## src/rtl/fib_bcd_if.sv

```systemverilog
// fib_bcd_if: start/done handshake plus data buses between a producer (e.g. fib)
// and the fib_bcd binary-to-BCD converter.
//   start  master->slave  request conversion (sampled only while slave is idle)
//   bin    master->slave  binary value, captured on the edge that accepts start
//   busy   slave->master  conversion in progress, through the done cycle
//   done   slave->master  one-cycle pulse, bcd holds the new result
//   bcd    slave->master  packed BCD, digit 0 in [3:0]
interface fib_bcd_if #(
  parameter int unsigned BIN_W  = 20,
  parameter int unsigned DIGITS = 7
);
  logic                  start;
  logic [BIN_W-1:0]      bin;
  logic                  busy;
  logic                  done;
  logic [4*DIGITS-1:0]   bcd;

  modport master (output start, output bin, input busy, input done, input bcd);
  modport slave  (input start, input bin, output busy, output done, output bcd);
endinterface

```

## src/rtl/fib_bcd.sv

```systemverilog
// fib_bcd: sequential double-dabble (shift-add-3) converter, one input bit per
// clock. Downstream stage of fib; shares its start/done handshake so fib's
// done/result can drive start/bin directly.
//   clk  in   clock, rising edge
//   rst  in   asynchronous reset, active-low
//   bus  slave modport of fib_bcd_if (start, bin, busy, done, bcd)
// Latency: start accepted at edge k, done and bcd valid after edge k+BIN_W+1.
module fib_bcd #(
  parameter int unsigned BIN_W  = 20,
  parameter int unsigned DIGITS = 7
) (
  input  logic     clk,
  input  logic     rst,
  fib_bcd_if.slave bus
);

  function automatic longint unsigned pow10(int unsigned n);
    longint unsigned r;
    r = 1;
    for (int unsigned i = 0; i < n; i++) r = r * 10;
    return r;
  endfunction

  localparam longint unsigned MAXBIN = (longint'(1) << BIN_W) - 1;
  localparam int unsigned     CNT_W  = $clog2(BIN_W + 1);

  if (pow10(DIGITS) <= MAXBIN) begin : g_digits_check
    $error("fib_bcd: DIGITS too small to hold 2**BIN_W-1");
  end

  typedef enum logic [1:0] {IDLE, SHIFT, DONE} state_t;

  state_t              state, state_nxt;
  logic [BIN_W-1:0]    shift_q;
  logic [4*DIGITS-1:0] scratch_q;
  logic [4*DIGITS-1:0] adj;
  logic [CNT_W-1:0]    cnt_q;
  logic [4*DIGITS-1:0] bcd_q;
  logic                done_q;
  logic                busy_q;

  always_ff @(posedge clk or negedge rst) begin
    if (!rst) state <= IDLE;
    else      state <= state_nxt;
  end

  always_comb begin
    state_nxt = state;
    unique case (state)
      IDLE:    if (bus.start) state_nxt = SHIFT;
      SHIFT:   if (cnt_q == CNT_W'(1)) state_nxt = DONE;
      DONE:    state_nxt = IDLE;
      default: state_nxt = IDLE;
    endcase
  end

  // Add-3 correction applied to every digit before the shift.
  always_comb begin
    adj = scratch_q;
    for (int unsigned i = 0; i < DIGITS; i++) begin
      if (scratch_q[4*i +: 4] >= 4'd5) adj[4*i +: 4] = scratch_q[4*i +: 4] + 4'd3;
    end
  end

  // Outputs are registered one edge behind the state, so done/busy appear on
  // the edge leaving DONE and busy covers that done cycle while the FSM is
  // already back in IDLE (allowing a start in the done cycle).
  always_ff @(posedge clk or negedge rst) begin
    if (!rst) begin
      shift_q   <= '0;
      scratch_q <= '0;
      cnt_q     <= '0;
      bcd_q     <= '0;
      done_q    <= 1'b0;
      busy_q    <= 1'b0;
    end else begin
      done_q <= 1'b0;
      busy_q <= (state != IDLE);
      unique case (state)
        IDLE: begin
          if (bus.start) begin
            shift_q   <= bus.bin;
            scratch_q <= '0;
            cnt_q     <= CNT_W'(BIN_W);
          end
        end
        SHIFT: begin
          {scratch_q, shift_q} <= {adj, shift_q} << 1;
          cnt_q                <= cnt_q - CNT_W'(1);
        end
        DONE: begin
          bcd_q  <= scratch_q;
          done_q <= 1'b1;
        end
        default: ;
      endcase
    end
  end

  assign bus.bcd  = bcd_q;
  assign bus.done = done_q;
  assign bus.busy = busy_q;

endmodule

```

## src/flat_wrapper.sv

```systemverilog
// flat-port wrapper written by rule: the top's interface ports become plain ports
module fib_bcd_flat 
#(
  parameter int unsigned BIN_W  = 20,
  parameter int unsigned DIGITS = 7
)
  (clk, rst, bus_start, bus_bin, bus_busy, bus_done, bus_bcd);
  fib_bcd_if #(.BIN_W(BIN_W), .DIGITS(DIGITS)) bus_i ();
  input  logic clk;
  input  logic rst;
  input wire logic [$bits(bus_i.start)-1:0] bus_start;
  input wire logic [$bits(bus_i.bin)-1:0] bus_bin;
  output wire logic [$bits(bus_i.busy)-1:0] bus_busy;
  output wire logic [$bits(bus_i.done)-1:0] bus_done;
  output wire logic [$bits(bus_i.bcd)-1:0] bus_bcd;
  assign bus_i.start = bus_start;
  assign bus_i.bin = bus_bin;
  assign bus_busy = bus_i.busy;
  assign bus_done = bus_i.done;
  assign bus_bcd = bus_i.bcd;
  fib_bcd #(.BIN_W(BIN_W), .DIGITS(DIGITS)) u_core (.clk(clk), .rst(rst), .bus(bus_i));
endmodule
```

## config.mk

```make
export PLATFORM = sky130hd
export DESIGN_NAME = fib_bcd_flat
export DESIGN_NICKNAME = d
export VERILOG_FILES = /design/src/rtl/fib_bcd_if.sv /design/src/rtl/fib_bcd.sv /design/src/flat_wrapper.sv
export SDC_FILE = /design/constraint.sdc
export NUM_CORES = 1
export LEC_CHECK = 0
export CORE_ASPECT_RATIO = 0.7
export CORE_UTILIZATION = 44
export DETAILED_ROUTE_END_ITERATION = 12
export PLACE_DENSITY = 0.68
export SLEW_MARGIN = 30
export SYNTH_ARGS = -nofsm -noshare
export SYNTH_HDL_FRONTEND = slang
export SYNTH_SLANG_ARGS = --single-unit
```

## constraint.sdc

```tcl
create_clock -name clk -period 1.3 [get_ports clk]
set_input_delay 0.13 -clock clk [delete_from_list [all_inputs] [get_ports clk]]
set_output_delay 0.13 -clock clk [all_outputs]
set_load 0.05 [all_outputs]
```

==> results.txt <==
- Number of remaining DRC errors: 0
- Post-DP HPWL: 6370 um
- For the pin with the worst max-slew slack, the measured transition is 469 ps.
* Net Switching: 6290 uW
- Combinational share of power: 57.2%
* Sum Neg Setup Slack: -476 ps
- The flow ran to the end, but the final reports show violations.
- The number of placed instances, taps included, is 607.
- Top Ports: 53
* # nets final: 577
- Number of iterations in the first detailed-routing pass: 5
* Drt first-iter violations: 343
- Worst stage delay on the critical path: 420 ps
* Post-DR wirelength/cell: 18.3 um
- Post-synthesis register bit count: 85
- Yosys attributes the largest share of cell area to dfrtp_1, o21ai_0, ha_1, nor2b_1, nand2_1.
- Dividing the detail-routed via count by the number of cells gives 5.68.
- Proportion of netlist area held by the largest area contributor: 50.8%
* Setup clock skew after layout: 11.3 ps
- The first global-routing pass estimated 17800 um of wire.
- Counting every net in the synthesized netlist gives 447.
* Via count of the first global-routing pass: 3587
* Antenna violations before repair: 0
- After detailed routing, no signal wire sits above met4.
- Register share of total power: 27.5%
* Synth async-reset ratio: 100%
- Placement Rows: 29
- Post-synth cell types: 35
- Met2 routed WL: 6160 um
- Data on the critical path is required at its endpoint by 1550 ps.
* Violated checks: negative setup slack
- Highest fanout seen on the critical path: 4
* Mapped Area: 0.00418 mm2
- Input and output buffers added on the ports amount to 52.
- In this run the static leakage power is 0.00289 uW.
- After clock tree synthesis, the clock-pin slew on the worst setup and hold paths is 60 ps.
- Clock root buffer: clkbuf_16
- CTS built an H-tree with a depth of 3.
- The endpoint identified for the worst register-to-register timing path is u_core.scratch_q[14]$_DFFE_PN0P_.
* Net switching share of the total power: 39.8%
* Number of vias in the routed layout: 3786
- Post-route minimum period: 1400 ps
* Smallest setup slack after layout: -104 ps
* Mean area per synthesized cell: 10.3 um2
- The floorplan step set the die height to 83.6 um.
- Critical path capture point type: flop
* Remaining antenna violation count: 0
- Global routing finished with a remaining overflow of 0.
- Max Freq: 0.712 GHz
- RSZ-0062 raised after global routing: true
* CTS tree: done
- Final max-slew violation count: 0
* Share of the yosys chip area belonging to registers: 50.8%
- Cell area after placement: 0.00542 mm2
- The critical path is of the reg2reg type.
* Routed length on met1: 5240 um
* Worst VDD drop: 1050 uV
* Data arrival, critical path: 1660 ps
- After layout, the worst path uses 108% of the clock period.
- TritonCTS Buffers: 9
* Clock latency at the later pin of the worst-skew pair: 350 ps
- The die covers 0.00991 mm2.
- Power per unit of standard cell area: 2370 mW/mm2
* Nature of the critical path startpoint: flop
- The final layout contains routed wiring with a total length of 12200 um.
* Finished Cell Area: 0.00668 mm2
- The most common cell in the synthesized netlist is dfrtp_1.
* Most used flip-flop cell after synthesis: dfrtp_1
* R2R Setup Slk: -100 ps
* List of cells traversed by the critical path: inv_4, ha_4, nor2b_4, o21a_4, o311ai_2
- The tool flagged a number of max-cap violations equal to 0.
- Highest-delay cell along the critical path: dfrtp_1
* RR Startpoint: u_core.scratch_q[13]$_DFFE_PN0P_
- From synthesis to final layout, the design area changed by 59.7%.
- For this run, the number of Yosys warnings is 0.
* Proportion of power drawn by the clock network: 15.3%
- Type of the worst min-delay path: in2async
* Diode insertion count for antenna repair: 0
- Count of flip-flops with a built-in enable after synthesis: 0
* Final hold violation count: 0
- Entering global routing, the biggest net connects 86 pins.
* Share of post-route cells with drive strength above 1: 41.1%
* Final instance count without filler cells: 667
- Sorting the synthesized cells by how often they occur yields dfrtp_1, o21ai_0, nand2_1.
* Synth area leader: dfrtp_1
* Max-Slew Margin vs Limit: 68.7%
- Fill cell instance count of the final layout: 597
- Buffer depth of the longest clock path: 2
- Core Area: 0.00914 mm2
- Effective utilization at floorplan: 45.8%
* Gpl congestion: 0.779
* Gr usage total: 22.8%
- Setup violations remaining at the end of the flow were counted as 12.
- Mapped Cells: 408
- Clock sink count: 85
* Internal power consumption: 9530 uW
- Met3 WL: 493 um
- Counting cells, the worst reg-to-reg path comes to 5.
- Measured along the x axis, the die boundary spans 119 um.
## repair_timing
item                                    CTS  global route
cloned                                    0             2
hold buffers                              1             0
endpoints found under the setup margin   41            45
gates resized for setup                  62            76
endpoints found under the hold margin    85             0
pin swaps                                19            34
buffers inserted                         30            12
## power groups by stage
stage | Combinational (uW) | Clock, uW | Sequential (uW)
2_1_floorplan | 3280 | 0 | 4510
3_3_place_gp | 5670 | 0 | 4200
3_5_place_dp | 5880 | 0 | 4240
4_1_cts | 7140 | 2400 | 4210
5_1_grt | 9620 | 2540 | 4440
6_report | 9050 | 2420 | 4340
## state kept, by name (all words and copies together) (netlist names)
name              count
u_core.shift_q       20
u_core.scratch_q     28
u_core.cnt_q          5
u_core.bus.busy       1
u_core.state          2
u_core.bus.done       1
u_core.bus.bcd       28
## area by class of cell
| cell class | count | area (um2) | share of cell area, % |
|---|---|---|---|
| multi-input cells | 264 | 2330 | 34.9 |
| flip-flops and latches | 85 | 2130 | 31.9 |
| repair buffers | 146 | 1680 | 25.1 |
| clock buffers | 12 | 246 | 3.69 |
| well taps | 124 | 155 | 2.32 |
| inverters | 32 | 123 | 1.83 |
| clock inverters | 4 | 23.8 | 0.356 |
## cell families after synthesis
| group | after synthesis | share of synthesized area (%) |
|---|---|---|
| AND/OR/NAND/NOR | 83 | 9.72 |
| XOR/XNOR | 6 | 1.26 |
| multiplexers | 1 | 0.239 |
| AO/OA/AOI/OAI | 158 | 25.9 |
| adder cells (fa/ha/maj) | 16 | 4.78 |
| flip-flops | 85 | 50.8 |
| buffers and inverters | 59 | 7.30 |
## worst max-delay path by stage
stage                                                start                               end  slack [ps]
after floorplan           u_core.scratch_q[20]$_DFFE_PN0P_  u_core.scratch_q[22]$_DFFE_PN0P_          10
after global placement                           bus_start  u_core.scratch_q[16]$_DFFE_PN0P_        -170
after detailed placement                         bus_start   u_core.scratch_q[5]$_DFFE_PN0P_        -190
after CTS                 u_core.scratch_q[13]$_DFFE_PN0P_  u_core.scratch_q[16]$_DFFE_PN0P_         -40
after global routing      u_core.scratch_q[13]$_DFFE_PN0P_  u_core.scratch_q[14]$_DFFE_PN0P_        -120
final                     u_core.scratch_q[13]$_DFFE_PN0P_  u_core.scratch_q[14]$_DFFE_PN0P_        -100
## per-stage QoR
stage	utilization, %	total power, uW	worst slack (ps)	hold WS (ps)
2_1_floorplan	-	7790	9.85	-166
3_3_place_gp	59.3	9870	-170	201
3_5_place_dp	59.3	10100	-194	202
4_1_cts	67.5	13700	-41.4	383
5_1_grt	73.1	16600	-117	385
6_report	73.1	15800	-104	339
## per-layer routing
| layer | track usage (%) | vias to the layer above |
|---|---|---|
| li1 | - | 1739 |
| met5 | 0 | - |
| met2 | 37.0 | 101 |
| met3 | 5.46 | 27 |
| met4 | 8.17 | 0 |
| met1 | 29.7 | 1919 |
## placed cells by master, fill, tap and decap left out, types with 9 or more instances in the layout
master and count:
dfrtp_1 83, buf_4 75, nand2_1 44, o21ai_0 36
buf_12 35, clkdlybuf4s50_1 21, a21oi_1 20, inv_1 19
nor2b_1 19, a22oi_1 19, o21ai_1 15, inv_2 12
ha_4 12, clkbuf_16 11, buf_6 10, nor2b_4 9
## critical path, delay by kind of cell (launching register included)
family	cells	cell delay, ps
adders and majority gates	1	160
and+or+nand+nor	1	130
buffers and inverters	1	80
DFF	1	420
AOI/OAI and AO/OA	2	520
Power figures use the tool's default switching activity.
